<file path="config.mk">
export PLATFORM = sky130hd
export DESIGN_NAME = csa_accumulator
export DESIGN_NICKNAME = d
export VERILOG_FILES = /design/src/rtl/csa_accumulator_pkg.sv /design/src/rtl/csa_compress_row.sv /design/src/rtl/csa_accumulator.sv
export SDC_FILE = /design/constraint.sdc
export NUM_CORES = 1
export LEC_CHECK = 0
export BUFFER_PORTS_ARGS = -buffer_cell sky130_fd_sc_hd__clkbuf_2
export CAP_MARGIN = 30
export CORE_MARGIN = 2
export CORE_UTILIZATION = 36
export DETAILED_ROUTE_END_ITERATION = 12
export GPL_TIMING_DRIVEN = 0
export PLACE_DENSITY = 0.58
export SETUP_SLACK_MARGIN = 0.4
export SLEW_MARGIN = 20
export SYNTH_ARGS = -nofsm -noshare
export SYNTH_HDL_FRONTEND = slang
export SYNTH_SLANG_ARGS = --single-unit
</file>
<file path="constraint.sdc">
create_clock -name clk -period 4.7 [get_ports clk]
set_clock_uncertainty 0.1 [all_clocks]
set_input_delay 0.235 -clock clk [delete_from_list [all_inputs] [get_ports clk]]
set_output_delay 0.235 -clock clk [all_outputs]
set_load 0.02 [all_outputs]
</file>
<file path="src/rtl/csa_accumulator_pkg.sv">
// rtl/csa_accumulator_pkg.sv - shared widths, chunk count and FSM state type for csa_accumulator
package csa_accumulator_pkg;

    localparam int DEF_DATA_W  = 16;
    localparam int DEF_ACC_W   = 20;
    localparam int DEF_CHUNK_W = 4;
    localparam int DEF_CNT_W   = 8;
    localparam int NUM_CHUNKS  = DEF_ACC_W / DEF_CHUNK_W;

    typedef enum logic [1:0] {
        IDLE    = 2'd0,
        ACCUM   = 2'd1,
        RESOLVE = 2'd2,
        HOLD    = 2'd3
    } state_t;

endpackage

</file>
<file path="src/rtl/csa_compress_row.sv">
// rtl/csa_compress_row.sv - combinational W-bit 3:2 carry-save compression row
// Ports: a, b, c in; sum = a^b^c, carry = majority(a,b,c), unshifted (weight 2 is applied by the user).
module csa_compress_row #(
    parameter int W = 20
) (
    input  logic [W-1:0] a,
    input  logic [W-1:0] b,
    input  logic [W-1:0] c,
    output logic [W-1:0] sum,
    output logic [W-1:0] carry
);

    assign sum   = a ^ b ^ c;
    assign carry = (a & b) | (a & c) | (b & c);

endmodule

</file>
<file path="src/rtl/csa_accumulator.sv">
// rtl/csa_accumulator.sv - carry-save operand accumulator with chunked carry-propagate resolve
// Ports: clk/rst_n; operand stream in_valid/in_ready/in_data/in_last;
//        result out_valid/out_ready/out_sum/out_count/out_ovf.
module csa_accumulator
    import csa_accumulator_pkg::*;
#(
    parameter int DATA_W  = DEF_DATA_W,
    parameter int ACC_W   = DEF_ACC_W,
    parameter int CHUNK_W = DEF_CHUNK_W,
    parameter int CNT_W   = DEF_CNT_W
) (
    input  logic              clk,
    input  logic              rst_n,
    input  logic              in_valid,
    output logic              in_ready,
    input  logic [DATA_W-1:0] in_data,
    input  logic              in_last,
    output logic              out_valid,
    input  logic              out_ready,
    output logic [ACC_W-1:0]  out_sum,
    output logic [CNT_W-1:0]  out_count,
    output logic              out_ovf
);

    localparam int NCH     = ACC_W / CHUNK_W;
    localparam int K_W     = (NCH > 1) ? $clog2(NCH) : 1;
    localparam int OVF_LIM = 1 << (ACC_W - DATA_W);

    state_t             state_q, state_d;
    logic               init_q, init_d;
    logic [ACC_W-1:0]   s_q, s_d;
    logic [ACC_W-1:0]   c_q, c_d;
    logic               cy_q, cy_d;
    logic [K_W-1:0]     k_q, k_d;
    logic [CNT_W-1:0]   cnt_q, cnt_d;
    logic               ovf_q, ovf_d;
    logic [ACC_W-1:0]   sum_q, sum_d;
    logic [CNT_W-1:0]   ocnt_q, ocnt_d;
    logic               oovf_q, oovf_d;

    logic [ACC_W-1:0]   x_ext;
    logic [ACC_W-1:0]   t_vec;
    logic [ACC_W-1:0]   row_sum;
    logic [ACC_W-1:0]   row_carry;
    logic [CHUNK_W:0]   chunk;
    logic               in_fire;
    int                 base;

    assign x_ext = ACC_W'(in_data);
    // Carry vector carries weight 2; the bit shifted out the top is dropped (mod 2^ACC_W).
    assign t_vec = c_q << 1;

    // init_q keeps in_ready low for the first cycle out of reset.
    assign in_ready  = init_q && ((state_q == IDLE) || (state_q == ACCUM));
    assign in_fire   = in_valid && in_ready;
    assign out_valid = (state_q == HOLD);
    assign out_sum   = sum_q;
    assign out_count = ocnt_q;
    assign out_ovf   = oovf_q;

    csa_compress_row #(.W(ACC_W)) u_row (
        .a     (s_q),
        .b     (t_vec),
        .c     (x_ext),
        .sum   (row_sum),
        .carry (row_carry)
    );

    always_comb begin
        state_d = state_q;
        init_d  = 1'b1;
        s_d     = s_q;
        c_d     = c_q;
        cy_d    = cy_q;
        k_d     = k_q;
        cnt_d   = cnt_q;
        ovf_d   = ovf_q;
        sum_d   = sum_q;
        ocnt_d  = ocnt_q;
        oovf_d  = oovf_q;
        base    = int'(k_q) * CHUNK_W;
        chunk   = {1'b0, s_q[base +: CHUNK_W]} + {1'b0, t_vec[base +: CHUNK_W]}
                + (CHUNK_W + 1)'(cy_q);

        case (state_q)
            IDLE: begin
                if (in_fire) begin
                    s_d     = x_ext;
                    c_d     = '0;
                    cnt_d   = CNT_W'(1);
                    ovf_d   = 1'b0;
                    cy_d    = 1'b0;
                    k_d     = '0;
                    state_d = in_last ? RESOLVE : ACCUM;
                end
            end
            ACCUM: begin
                if (in_fire) begin
                    s_d = row_sum;
                    c_d = row_carry;
                    if (cnt_q != '1) cnt_d = cnt_q + CNT_W'(1);
                    // Count is about to pass the limit where the sum can no longer fit.
                    if (int'(cnt_q) >= OVF_LIM) ovf_d = 1'b1;
                    if (in_last) begin
                        cy_d    = 1'b0;
                        k_d     = '0;
                        state_d = RESOLVE;
                    end
                end
            end
            RESOLVE: begin
                // Resolved chunk overwrites S in place; S[k] is not needed again.
                s_d[base +: CHUNK_W] = chunk[CHUNK_W-1:0];
                cy_d = chunk[CHUNK_W];
                if (k_q == K_W'(NCH - 1)) begin
                    sum_d   = s_d;
                    ocnt_d  = cnt_q;
                    oovf_d  = ovf_q;
                    state_d = HOLD;
                end else begin
                    k_d = k_q + K_W'(1);
                end
            end
            HOLD: begin
                if (out_ready) state_d = IDLE;
            end
            default: state_d = IDLE;
        endcase
    end

    always_ff @(posedge clk or negedge rst_n) begin
        if (!rst_n) begin
            state_q <= IDLE;
            init_q  <= 1'b0;
            s_q     <= '0;
            c_q     <= '0;
            cy_q    <= 1'b0;
            k_q     <= '0;
            cnt_q   <= '0;
            ovf_q   <= 1'b0;
            sum_q   <= '0;
            ocnt_q  <= '0;
            oovf_q  <= 1'b0;
        end else begin
            state_q <= state_d;
            init_q  <= init_d;
            s_q     <= s_d;
            c_q     <= c_d;
            cy_q    <= cy_d;
            k_q     <= k_d;
            cnt_q   <= cnt_d;
            ovf_q   <= ovf_d;
            sum_q   <= sum_d;
            ocnt_q  <= ocnt_d;
            oovf_q  <= oovf_d;
        end
    end

endmodule

</file>
* Word level (Yosys, flattened, before mapping)
Cells that the tools add are included.
** Cells by class
- Add/sub/neg operators :: 5
- $mul :: 0
- Divide/modulo/power cells :: 0
- Magnitude comparators :: 1
- Equality and inequality tests :: 13
- Shift operators :: 4
- Multiplexer cells :: 30
- Bitwise operators :: 7
- Reduce and logical (&&, ||, !) cells :: 14
** Operators with widths (number)
- 20-bit case mux with 3 select lines :: 1
- 20-bit 2-to-1 mux :: 2
- 20-bit by 6-bit indexed part select with 4-bit output :: 2
- 19-bit by 16-bit bitwise AND with 19-bit output :: 2
- 19-bit 2-to-1 mux :: 2
- 19-bit OR :: 2
- 19-bit case mux with 2 select lines :: 1
- 5-bit negator with 33-bit output :: 1
- 4-bit by 33-bit variable shift with 20-bit output (first input constant) :: 1
- 4-bit by 33-bit indexed part select with 20-bit output :: 1
- 8-bit 2-to-1 mux :: 3
- 20-bit bitwise mux :: 1
- 20-bit by 16-bit XOR with 20-bit output :: 1
- 20-bit XOR :: 1
- 19-bit bitwise AND :: 1
- 8-bit case mux with 2 select lines :: 1
- 2-bit 2-to-1 mux :: 6
- 3-bit 2-to-1 mux :: 4
- 4-bit AND reduction :: 3
- 2-bit != test (second input constant) :: 5
- 5-bit AND reduction :: 2
- 3-bit case mux with 3 select lines :: 1
- 8-bit by 1-bit adder with 8-bit output (second input constant) :: 1
- 8-bit by 5-bit >= comparator with 1-bit output (second input constant) :: 1
- 19 further kinds :: 28
** Word-level totals
- Flip-flop bits (word level) :: 84
- Latch bits :: 0
- Bits in writable memories :: 0
- Bits in read-only memories :: 0
- Input port bits :: 21
- Output and inout bits :: 31
- Logic and storage cells :: 85
- Memories :: 0

* Logic depth before layout (Yosys ltp)
Gate-level depths: netlist of the first run.
- Depth in word-level cells :: 6
- Depth in mapped cells :: 14
- Depth with buffers taken out :: 12

* Hierarchy
A second synthesis of the first run with hierarchy kept.
** Unflattened totals
- Cells, all modules :: 563
- Area total of the unflattened synthesis :: 5366.4 µm²
** By module, submodules not included
- csa_accumulator :: instances 1, cells each 543, area each 4966.0 µm², sequential area each 2102.0 µm²
- csa_compress_row :: instances 1, cells each 20, area each 400.4 µm², sequential area each 0.0 µm²

* Least setup slack after synthesis of the first run
Ideal clock, no wire load.
- Kind :: register -> register
- From :: register k_q[2]
- To :: register s_q[18]
- Data arrival time :: 2708 ps
- Required time :: 4469 ps
- Setup slack :: 1761 ps
- Stages on the path, launching flop included :: 15
- Buffers on the path :: 2
- Clock period less this slack :: 2939 ps
- Path through :: dfrtp_1 > buf_4 > inv_1 > clkbuf_1 > a22oi_1 > nor2_1 > o22a_1 > fa_1 > inv_1 > fa_1 > xor2_1 > nor2_1 > mux2_2 > a221oi_1 > nor3_1
** On the way
- Word-level cells in the longest chain between the ends :: 6
- Elaborated cells on any way between the ends :: 9
- Those cells by class :: 3 x add/sub; 4 x shift; 2 x mux
** RTL lines
- from (decl) :: line csa_accumulator.sv:34 : logic [K_W-1:0] k_q, k_d;
- from (signal assigned) :: line csa_accumulator.sv:150 : k_q <= k_d;
- 20-bit by 6-bit indexed part select with 4-bit output :: line csa_accumulator.sv:82 : chunk = {1'b0, s_q[base +: CHUNK_W]} + {1'b0, t_vec[base +: CHUNK_W]}
- 4-bit by 4-bit adder with 5-bit output :: line csa_accumulator.sv:82
- 5-bit by 1-bit adder with 5-bit output :: line csa_accumulator.sv:83 : + (CHUNK_W + 1)'(cy_q);
- 4-bit by 33-bit indexed part select with 20-bit output :: line csa_accumulator.sv:113 : s_d[base +: CHUNK_W] = chunk[CHUNK_W-1:0];
- 20-bit bitwise mux * :: line csa_accumulator.sv:113
- 20-bit case mux with 3 select lines * :: line csa_accumulator.sv:85 : case (state_q)
- to (signal assigned) :: line csa_accumulator.sv:135 : s_q <= '0;
- to (signal assigned) :: line csa_accumulator.sv:147 : s_q <= s_d;
- to (decl) :: line csa_accumulator.sv:31 : logic [ACC_W-1:0] s_q, s_d;
Every way passes the cells marked *; elsewhere a longest branch is shown, timed or not.
A chain may end at the register's enable or synchronous reset.

* Worst setup path after layout of the first run
Ends and elaborated chain as after synthesis.

==> run_results.csv, run 1 <==
group,metric,value,unit
global_route,grt_overflow_total,0,
worst_setup_path,required,4.83,ns
yosys,synth_cell_types,56,
global_route,grt.met1_usage,32.8,%
sta,tns,0,ns
yosys,synth_seq_cells,84,
clocking,path_clk_slew,0.06,ns
sta,tightest_slew,0.793,ns
yosys,yosys-top-cells-area,"dfrtp_1, nand2_1, fa_1",
routing,drcViolationCount,0,
power_and_ir_drop,p_sw_share,48.4,%
yosys,synth_largest_area_cell,"dfrtp_1",
yosys,ys_warn_count,0,
global_route,gr-max-usage-layer,"met2",
worst_setup_path,slowest_stage,"clkbuf_1",
flow_run,maxCapViolCount,0,
yosys,synthCells,565,
floorplanning,die_x,124,um
worst_setup_path,max_stage_delay,0.53,ns
yosys,avgSynthCellArea,9.12,um2
sta,drv_slew,0,
global_route,grt_util_met2,35.0,%
floorplanning,design.die.area,15300,um2
worst_setup_path,cp_max_fo,10,
cells_and_area,drive_above_1_share,17.6,%
place,io_buffers,51,
sta,grt_setup_unrepaired,"false",
clocking,h-tree-depth,3,
place,place_inst,796,
yosys,yosys.area.top_type_share,40.8,%
yosys,netlist_area,5150,um2
cells_and_area,fin_cells,811,
sta,period_share,79.5,%
global_route,antenna_found_initial,0,
power_and_ir_drop,powerDensity,734,nW/um2
routing,via_per_inst,5.57,
cells_and_area,num_antenna_cells,0,
clocking,cts_resized,0,
yosys,synth.most_common_cell,"nand2_1",
power_and_ir_drop,power_switching,2.12,mW
cells_and_area,nets,685,
global_route,track_usage,23.2,%
worst_setup_path,crit_type,"reg2reg",
clocking,root_buffer,"clkbuf_16",
clocking,cts_sinks,84,
floorplanning,start_util,37.0,%
clocking,cts_tree,"built",
floorplanning,chipHeight,124,um
clocking,clock_latency,0.35,ns
power_and_ir_drop,pwr-share-seq,27.2,%
sta,holdWs,0.0859,ns
floorplanning,rows,43,
routing,vias,4519,
clocking,cts.path.max_buffers,2,
power_and_ir_drop,irDropWorstVdd,0.291,mV
power_and_ir_drop,power_frac_comb,55.6,%
yosys,postSynth.asyncResetShare,100,%
worst_setup_path,cp-start-kind,"register",
worst_setup_path,setup.worst_path.end_class,"register",
sta,setup_violations,0,
sta,relSlewSlack,47.1,%
cells_and_area,layout-area-overhead-vs-synth,15.7,%
global_route,grtUsageMet3,4.17,%
worst_setup_path,crit_chain,"buf_4 > inv_1 > clkbuf_1 > a22oi_1 > nor2_1 > o22a_1 > fa_1 > inv_1 > fa_1 > xor2_1 > nor2_1 > mux2_2 > a221oi_1 > nor3_1",
sta,fmax,0.268,GHz
place,dp_hpwl,12000,um
yosys,synth_ff_type,"dfrtp_1",
routing,drt_iter0_markers,434,
routing,final_antenna_net_count,0,
sta,hold_viol,0,
clocking,cts_buffers,9,
power_and_ir_drop,intPower,2.26,mW
routing,wirelength,16500,um
yosys,synth_edf_count,0,
sta,period_minus_slack,3.74,ns
status,outcome,"finished, final reports clean",
global_route,grt_pass1_wl,25800,um
cells_and_area,fill_cells,1380,
yosys,netlist_top_cells_count,"nand2_1, dfrtp_1, o21ai_0",
global_route,grt_pass1_vias,4453,
place,routabilityCongestion,0.953,
floorplanning,ios,52,
min_path,hp-class,"in2reg",
routing,routedWlPerCell,20.4,um
yosys,seq_area_frac_synth,40.8,%
global_route,grt_start_max_net_pins,85,
routing,firstDrtPassIters,5,
power_and_ir_drop,power.leakage,2.78,nW
floorplanning,coreArea,13900,um2
worst_setup_path,worstPathArrival,3.86,ns
power_and_ir_drop,clockPowerShare,17.2,%
yosys,syn_nets,622,
## registers in the layout, summed over array words and instances, names as in the netlist
signal / count
c_q: 19
s_q: 20
ovf_q: 1
out_ovf: 1
init_q: 1
k_q: 3
state_q: 2
cy_q: 1
out_sum: 20
cnt_q: 8
out_count: 8
## repair_timing
item                                   4_1_cts  5_1_grt
endpoints found under the hold margin       84        0
hold buffers                                 1        0
setup buffers                                0        0
## through the flow
stage               worst slack (ns)  cell area [um2]  total power, mW  util, %
global route                   0.837             5960             4.68     42.8
floorplan                       1.76             5150             2.77        -
finish                         0.962             5960             4.38     42.8
detailed placement              1.11             5640             3.57     40.5
global placement                1.12             5630             3.53     40.4
CTS                             1.07             5960             4.34     42.8
## worst paths after layout
path / endpoint / depth (start not counted) / startpoint / slack [ns]
min reg2reg: out_sum[18]$_DFFE_PN0P_ / 2 / out_sum[18]$_DFFE_PN0P_ / 0.37
min: s_q[10]$_DFFE_PN0P_ / 3 / in_data[10] / 0.09
max: s_q[18]$_DFFE_PN0P_ / 14 / k_q[2]$_DFFE_PN0P_ / 0.96
max reg2reg: s_q[18]$_DFFE_PN0P_ / 14 / k_q[2]$_DFFE_PN0P_ / 0.96
max in group asynchronous: c_q[3]$_DFFE_PN0P_ / 2 / rst_n / 3.62
min in group asynchronous: out_count[6]$_DFFE_PN0P_ / 2 / rst_n / 0.40
## per-layer routing
| layer | vias to the layer above | part of all wire, % |
|---|---|---|
| met5 | - | 0 |
| met4 | 0 | 2.8 |
| met3 | 29 | 6.3 |
| met2 | 180 | 46 |
| met1 | 2231 | 45 |
| li1 | 2079 | - |
## cell families (layout without fill, tap and decap cells)
group | count (synthesis) | in the layout | share of synthesized area (%)
mux | 30 | 30 | 6.53
flops | 84 | 84 | 40.8
simple gates | 210 | 210 | 19.0
other cells | 1 | 1 | 0.0728
compound gates | 140 | 140 | 16.6
buf+inv | 60 | 126 | 5.10
xor+xnor | 4 | 4 | 0.680
fa+ha+maj | 36 | 36 | 11.2
## critical path: cells and delay by family (launching register included)
family | cells | cell delay (ns)
compound gates | 3 | 0.65
flops | 1 | 0.39
mux | 1 | 0.34
buf+inv | 4 | 0.88
xor+xnor | 1 | 0.30
fa+ha+maj | 2 | 0.61
simple gates | 3 | 0.35
## cell usage in the layout, fill, tap and decap left out, types with 8 or more instances in the layout
| cell type | instances |
|---|---|
| a21oi_1 | 33 |
| a22oi_1 | 8 |
| buf_2 | 9 |
| clkbuf_1 | 17 |
| clkbuf_16 | 9 |
| clkbuf_2 | 50 |
| dfrtp_1 | 84 |
| fa_1 | 17 |
| ha_1 | 19 |
| inv_1 | 23 |
| mux2_2 | 16 |
| mux2i_1 | 10 |
| nand2_1 | 110 |
| nand3_1 | 19 |
| nor2_1 | 36 |
| nor3_1 | 15 |
| o21ai_0 | 46 |
## power by group through the flow
stage	Sequential [mW]	Combinational (mW)	Clock [mW]
floorplan	1.18	1.59	0
global placement	1.19	2.34	0
detailed placement	1.20	2.38	0
CTS	1.18	2.39	0.765
global route	1.22	2.66	0.796
finish	1.19	2.43	0.755
## final cells by class
| type | instances | area (um2) | area share (%) |
|---|---|---|---|
| plain buffers | 36 | 173 | 2.90 |
| clock buffers | 13 | 280 | 4.70 |
| clock inverters | 1 | 30.0 | 0.504 |
| inverters | 24 | 90.1 | 1.51 |
| multi-input cells | 421 | 2790 | 46.8 |
| flip-flops and latches | 84 | 2100 | 35.3 |
| well taps | 180 | 225 | 3.78 |
| repair buffers | 52 | 274 | 4.60 |
Note: power is estimated with default switching activity, not from simulation.
==> run 2: changes to the inputs <==
--- a/config.mk
+++ b/config.mk
@@ -5,13 +5,14 @@
 export SDC_FILE = /design/constraint.sdc
 export NUM_CORES = 1
 export LEC_CHECK = 0
+export ABC_AREA = 1
 export BUFFER_PORTS_ARGS = -buffer_cell sky130_fd_sc_hd__clkbuf_2
 export CAP_MARGIN = 30
 export CORE_MARGIN = 2
 export CORE_UTILIZATION = 36
 export DETAILED_ROUTE_END_ITERATION = 12
 export GPL_TIMING_DRIVEN = 0
-export PLACE_DENSITY = 0.58
+export PLACE_DENSITY = 0.6
 export SETUP_SLACK_MARGIN = 0.4
 export SLEW_MARGIN = 20
 export SYNTH_ARGS = -nofsm -noshare
==> constraint.sdc (replaced) <==
create_clock -name clk -period 3.4 [get_ports clk]
set_clock_uncertainty 0.1 [all_clocks]
set_input_delay 0.17 -clock clk [delete_from_list [all_inputs] [get_ports clk]]
set_output_delay 0.17 -clock clk [all_outputs]
set_load 0.02 [all_outputs]
==> run 2 against run 1 <==
Effect of this change:
- sequential share of layout area shrank 0.87 points
- cell count grew 12%
- worst setup slack lost 0.49 ns
- die area shrank 0.15%
- non-clock buffer count shrank 4
- total power grew 44%
- combinational power grew 42%
- synthesized cell count grew 16%
- critical endpoint is now s_q[17]$_DFFE_PN0P_
- largest power group unchanged
==> run_results.csv, run 2 <==
group,metric,value,unit
status,outcome,"finished, final reports clean",
routing,firstDrtPassIters,5,
clocking,cts.path.max_buffers,2,
place,io_buffers,51,
floorplanning,die_x,124,um
routing,via_per_inst,5.18,
yosys,yosys-top-cells-area,"dfrtp_1, nand2_1, o21ai_0",
power_and_ir_drop,powerDensity,1030,nW/um2
floorplanning,coreArea,13900,um2
yosys,synth.most_common_cell,"nand2_1",
floorplanning,ios,52,
floorplanning,rows,43,
routing,final_antenna_net_count,0,
cells_and_area,multiInputGateArea,2760,um2
yosys,netlist_area,5140,um2
clocking,cts_sinks,84,
worst_setup_path,worstPathArrival,3.11,ns
cells_and_area,post-route-util,43.9,%
yosys,avgSynthCellArea,7.88,um2
worst_setup_path,crit_type,"reg2reg",
power_and_ir_drop,power.leakage,2.96,nW
yosys,synthXorXnorAreaFrac,0.340,%
routing,wirelength,16300,um
worst_setup_path,rr_worst_depth,15,
clocking,h-tree-depth,3,
cells_and_area,regArea,2100,um2
yosys,yosys.area.top_type_share,40.9,%
min_path,holdCritStartpoint,"in_data[1]",
min_path,whs_path_depth,3,
floorplanning,start_util,36.9,%
place,dp_hpwl,12300,um
yosys,postSynth.asyncResetShare,100,%
yosys,synth-compound-area-share,16.0,%
yosys,ys_warn_count,0,
routing,vias,4692,
yosys,seq_area_frac_synth,40.9,%
yosys,synth_top_family_by_area,"simple AND/OR/NAND/NOR gates",
cells_and_area,layout-area-overhead-vs-synth,18.9,%
sta,relSlewSlack,52.6,%
worst_setup_path,cp-start-kind,"register",
min_path,hp-class,"in2reg",
yosys,synth_adder_area_share,11.2,%
worst_setup_path,required,3.59,ns
cells_and_area,fill_cells,1431,
yosys,synthCells,653,
sta,grt_setup_unrepaired,"true",
sta,drv_slew,0,
cells_and_area,layout_commonest_cell,"nand2_1",
cells_and_area,num_antenna_cells,0,
clocking,cts_tree,"built",
global_route,grt_overflow_total,0,
yosys,synth_simple_gate_area_share,24.3,%
place,routabilityCongestion,0.955,
routing,routedWlPerCell,18.0,um
sta,period_share,86.0,%
routing,drt_iter0_markers,333,
clocking,root_buffer,"clkbuf_16",
sta,period_minus_slack,2.92,ns
yosys,syn_nets,710,
cells_and_area,nets,778,
yosys,synth_ff_type,"dfrtp_1",
global_route,grt_start_max_net_pins,85,
place,dpl_worst_slack,-0.121,ns
cells_and_area,drive_above_1_share,16.9,%
sta,fmax,0.342,GHz
cells_and_area,final_cell_mix,"nand2_1, o21ai_0, dfrtp_1",
global_route,track_usage,22.8,%
floorplanning,design.die.area,15300,um2
clocking,cts_buffers,9,
global_route,grt_pass1_wl,25800,um
clocking,clock_latency,0.35,ns
clocking,path_clk_slew,0.06,ns
worst_setup_path,crit_start,"k_q[0]$_DFFE_PN0P_",
yosys,synth_cell_types,37,
worst_setup_path,setup.worst_path.end_class,"register",
sta,fin_ws,0.477,ns
sta,hold_viol,0,
sta,setup_violations,0,
worst_setup_path,reg2reg_from,"k_q[0]$_DFFE_PN0P_",
routing,drcViolationCount,0,
yosys,synthMuxAreaShare,0,%
global_route,antenna_found_initial,0,
global_route,grt_pass1_vias,4601,
flow_run,maxCapViolCount,0,
worst_setup_path,cp_max_fo,10,
power_and_ir_drop,irDropWorstVdd,0.321,mV
floorplanning,chipHeight,124,um
yosys,synth_largest_area_cell,"dfrtp_1",
yosys,synth_seq_cells,84,
yosys,synth_edf_count,0,
sta,tightest_slew,0.711,ns
yosys,netlist_top_cells_count,"nand2_1, o21ai_0, dfrtp_1",
==> run 2: cell count changes after synthesis, sizes merged, moves of 10 or more <==
cell,before,now
nand2,110,181
o21ai,51,100
inv,23,67
nand3,19,42
mux2,20,0
nor3,18,2
buf,19,8
mux2i,10,0
==> run 2: timing repair <==
| action | CTS | global route |
|---|---|---|
| hold buffers | 1 | 0 |
| setup buffers | 3 | 2 |
| endpoints found under the hold margin | 84 | 0 |
| setup endpoints to repair | 20 | 15 |
| resized for setup | 24 | 21 |
| pin swaps | 6 | 8 |
==> run 2: area by class of cell <==
| type | count | area share, % |
|---|---|---|
| Inverter | 68 | 4.19 |
| Multi-Input combinational cell | 474 | 45.1 |
| Clock inverter | 6 | 1.43 |
| Sequential cell | 84 | 34.4 |
| Tap cell | 180 | 3.68 |
| Buffer | 27 | 2.15 |
| Timing Repair Buffer | 57 | 5.15 |
| Clock buffer | 10 | 3.91 |
==> run 2: path summary, 6_finish.rpt <==
| path | to | slack [ns] |
|---|---|---|
| setup / recovery | s_q[17]$_DFFE_PN0P_ | 0.48 |
| hold / removal | s_q[1]$_DFFE_PN0P_ | 0.004 |
| setup reg to reg | s_q[17]$_DFFE_PN0P_ | 0.48 |
| hold reg to reg | out_sum[12]$_DFFE_PN0P_ | 0.38 |
| max in group asynchronous | k_q[1]$_DFFE_PN0P_ | 2.36 |
| min in group asynchronous | init_q$_DFF_PN0_ | 0.31 |
==> run 2: cells by family after synthesis <==
group	after synthesis
AOI/OAI and AO/OA	156
other	1
adders and majority gates	36
DFF	84
xor gates and xnor gates	2
buffers and inverters	95
and+or+nand+nor	279
==> run 2: metrics by stage <==
step / hold WS (ns) / power [mW] / TNS, ns / area, um2 / instances
finish: 0.00428 / 6.30 / 0 / 6120 / 906
global route: 0.0254 / 6.79 / 0 / 6120 / 906
CTS: 0.00198 / 6.18 / 0 / 6050 / 904
detailed placement: 0.176 / 4.93 / -0.140 / 5630 / 884
global placement: 0.354 / 4.89 / -0.264 / 5630 / 884
floorplan: -0.226 / 3.78 / 0 / 5140 / 653
==> run 2: layer usage <==
metal / up-vias / global-route usage [%] / wire length, um / part of all wire, %
met4: 0 / 7.03 / 283 / 1.7
met1: 2271 / 32.9 / 7650 / 47
met5: - / 0 / 0 / 0
met3: 17 / 4.66 / 1040 / 6.4
li1: 2261 / - / - / -
met2: 143 / 34.3 / 7340 / 45
==> run 2: where the power goes <==
part	total [mW]	internal [mW]	switching, mW
combinational	3.45	1.11	2.35
clock	1.09	0.664	0.423
sequential	1.76	1.36	0.399
total	6.30	3.13	3.17
==> run 2: critical path, stage by stage, from the launching register on <==
cell and delay, ns:
dfrtp_2 0.44, buf_4 0.16, nor2_4 0.12, buf_4 0.19, a21oi_1 0.07, a31oi_1 0.21
fa_2 0.27, inv_2 0.04, fa_2 0.52, nor2_4 0.17, nand2_1 0.09, nand2_1 0.10
o21ai_2 0.08, o21ai_1 0.16, nand2_1 0.07, nand2_1 0.06
==> run 3: changes to the inputs <==
--- a/config.mk
+++ b/config.mk
@@ -9,10 +9,10 @@
 export BUFFER_PORTS_ARGS = -buffer_cell sky130_fd_sc_hd__clkbuf_2
 export CAP_MARGIN = 30
 export CORE_MARGIN = 2
-export CORE_UTILIZATION = 36
+export CORE_UTILIZATION = 50
 export DETAILED_ROUTE_END_ITERATION = 12
 export GPL_TIMING_DRIVEN = 0
-export PLACE_DENSITY = 0.6
+export PLACE_DENSITY = 0.77
 export SETUP_SLACK_MARGIN = 0.4
 export SLEW_MARGIN = 20
 export SYNTH_ARGS = -nofsm -noshare
==> run 3 against run 2 <==
Effect of this change:
- routed wire length decreased by 7.7%
- combinational power decreased by 1%
- clock power decreased by 33%
- cell area decreased by 2.8%
- die area decreased by 27%
- fmax decreased by 0.75%
- non-clock buffer count increased by 4
- critical path depth decreased by 1
- largest cell class unchanged
==> run_results.csv, run 3 (synthesized netlist as in run 2, its figures left out) <==
group,metric,value,unit
power_and_ir_drop,power_switching,3.07,mW
floorplanning,design.die.area,11100,um2
routing,drt_iter0_markers,446,
global_route,grt_overflow_total,0,
routing,vias,4833,
sta,tns,0,ns
global_route,grt_pass1_vias,4651,
routing,drcViolationCount,0,
worst_setup_path,reg2reg_from,"k_q[0]$_DFFE_PN0P_",
clocking,cts_sinks,84,
global_route,grt_pass1_wl,24600,um
cells_and_area,layout_commonest_cell,"nand2_1",
floorplanning,die_x,105,um
power_and_ir_drop,clockPowerShare,12.4,%
worst_setup_path,endpoint,"s_q[17]$_DFFE_PN0P_",
sta,hold_viol,0,
floorplanning,rows,37,
clocking,cts_tree,"built",
power_and_ir_drop,p_sw_share,52.4,%
power_and_ir_drop,power_frac_comb,58.0,%
power_and_ir_drop,intPower,2.79,mW
floorplanning,ios,52,
worst_setup_path,crit_type,"reg2reg",
worst_setup_path,cp_max_fo,10,
sta,holdWs,0.0411,ns
clocking,clock_latency,0.38,ns
clocking,root_buffer,"clkbuf_8",
power_and_ir_drop,pwr-share-seq,29.6,%
clocking,cts.path.max_buffers,2,
floorplanning,coreArea,10100,um2
power_and_ir_drop,powerDensity,985,nW/um2
clocking,cts_buffers,9,
cells_and_area,drive_above_1_share,16.7,%
place,io_buffers,51,
sta,relSlewSlack,54.9,%
sta,tightest_slew,0.677,ns
min_path,hp-class,"in2reg",
power_and_ir_drop,power,5.86,mW
routing,routedWlPerCell,17.4,um
worst_setup_path,setup.worst_path.end_class,"register",
worst_setup_path,regToRegEndpoint,"s_q[17]$_DFFE_PN0P_",
routing,firstDrtPassIters,6,
place,routabilityCongestion,0.970,
worst_setup_path,cp-start-kind,"register",
worst_setup_path,rr_worst_depth,14,
power_and_ir_drop,irDropWorstVdd,0.370,mV
sta,grt_setup_unrepaired,"true",
cells_and_area,layout-area-overhead-vs-synth,15.7,%
sta,drv_slew,0,
cells_and_area,num_antenna_cells,0,
clocking,path_clk_slew,0.08,ns
place,dp_hpwl,11400,um
sta,period_minus_slack,2.95,ns
cells_and_area,nets,782,
worst_setup_path,r2r_slack,0.45,ns
worst_setup_path,crit_start,"k_q[0]$_DFFE_PN0P_",
global_route,antenna_found_initial,0,
global_route,track_usage,28.7,%
routing,wirelength,15100,um
sta,setup_violations,0,
floorplanning,start_util,50.7,%
flow_run,maxCapViolCount,0,
routing,via_per_inst,5.58,
power_and_ir_drop,power.leakage,2.91,nW
cells_and_area,final_cell_mix,"nand2_1, o21ai_0, dfrtp_1",
status,outcome,"finished, final reports clean",
worst_setup_path,required,3.62,ns
global_route,grt_start_max_net_pins,85,
cells_and_area,fill_cells,943,
routing,final_antenna_net_count,0,
sta,period_share,86.6,%
worst_setup_path,worstPathArrival,3.16,ns
floorplanning,chipHeight,105,um
sta,fmax,0.340,GHz
clocking,h-tree-depth,3,
-- run 3: cell count changes in the layout (fill, tap and decap cells not counted), sizes merged --
cell | before | now
dlygate4sd3 | 1 | 4
bufinv | 2 | 1
clkbuf | 79 | 80
clkinvlp | 0 | 1
-- run 3: worst min-delay path by stage --
| stage | cells past startpoint | to | slack (ns) | from |
|---|---|---|---|---|
| final | 3 | s_q[13]$_DFFE_PN0P_ | 0.04 | in_data[13] |
| after global routing | 3 | s_q[13]$_DFFE_PN0P_ | 0.06 | in_data[13] |
| after floorplan | 0 | c_q[0]$_DFFE_PN0P_ | -0.23 | rst_n |
| after global placement | 3 | s_q[3]$_DFFE_PN0P_ | 0.35 | in_data[3] |
| after detailed placement | 1 | init_q$_DFF_PN0_ | 0.17 | rst_n |
| after CTS | 3 | s_q[13]$_DFFE_PN0P_ | 0.05 | in_data[13] |
-- run 3: repair_timing --
| action | in CTS | in global routing |
|---|---|---|
| hold endpoints to repair | 87 | 0 |
| hold buffers | 4 | 0 |
| gates cloned | 0 | 0 |
| setup buffers | 3 | 3 |
| pin swaps | 3 | 5 |
| setup endpoints to repair | 17 | 12 |
| resized for setup | 21 | 19 |
-- run 3: worst max-delay path: stages (launching register included) --
cell,delay [ns]
dfrtp_2,0.45
buf_6,0.15
buf_4,0.17
o21ai_2,0.20
a21oi_2,0.11
fa_2,0.39
inv_1,0.07
fa_2,0.50
nor2_4,0.17
nand2_1,0.08
nand2_1,0.06
o21ai_0,0.14
o21ai_1,0.16
nand2_1,0.06
nand2_1,0.06
-- run 3: layout make-up --
class,count,area [um2],area share (%)
clock inverters,6,65.1,1.09
well taps,136,170,2.86
clock buffers,10,128,2.14
inverters,68,256,4.31
flip-flops and latches,84,2100,35.4
multi-input cells,474,2750,46.2
plain buffers,27,131,2.21
repair buffers,61,349,5.87
-- run 3: power groups by stage --
stage                     sequential (mW)  clock (mW)  combinational [mW]
final                                1.73       0.727                3.40
after global routing                 1.78       0.781                3.77
after CTS                            1.72       0.733                3.24
after detailed placement             1.74           0                3.13
after global placement               1.71           0                3.05
after floorplan                      1.76           0                2.02
-- run 3: routing by layer --
metal,vias to the layer above,wire length (um),GRT usage (%)
met3,25,1190,5.69
met1,2303,6720,41.3
met4,0,342,10.1
met2,222,6830,43.4
met5,-,0,0
li1,2283,-,-
-- run 3: per-stage QoR --
stage               worst slack, ns  utilization [%]  std cells  instance area, um2
finish                        0.455             58.7        866                5950
global route                  0.371             58.7        866                5950
CTS                           0.401             58.0        863                5880
detailed placement           0.0371             55.0        840                5580
global placement            -0.0568             54.9        840                5570
floorplan                     0.709                -        653                5140
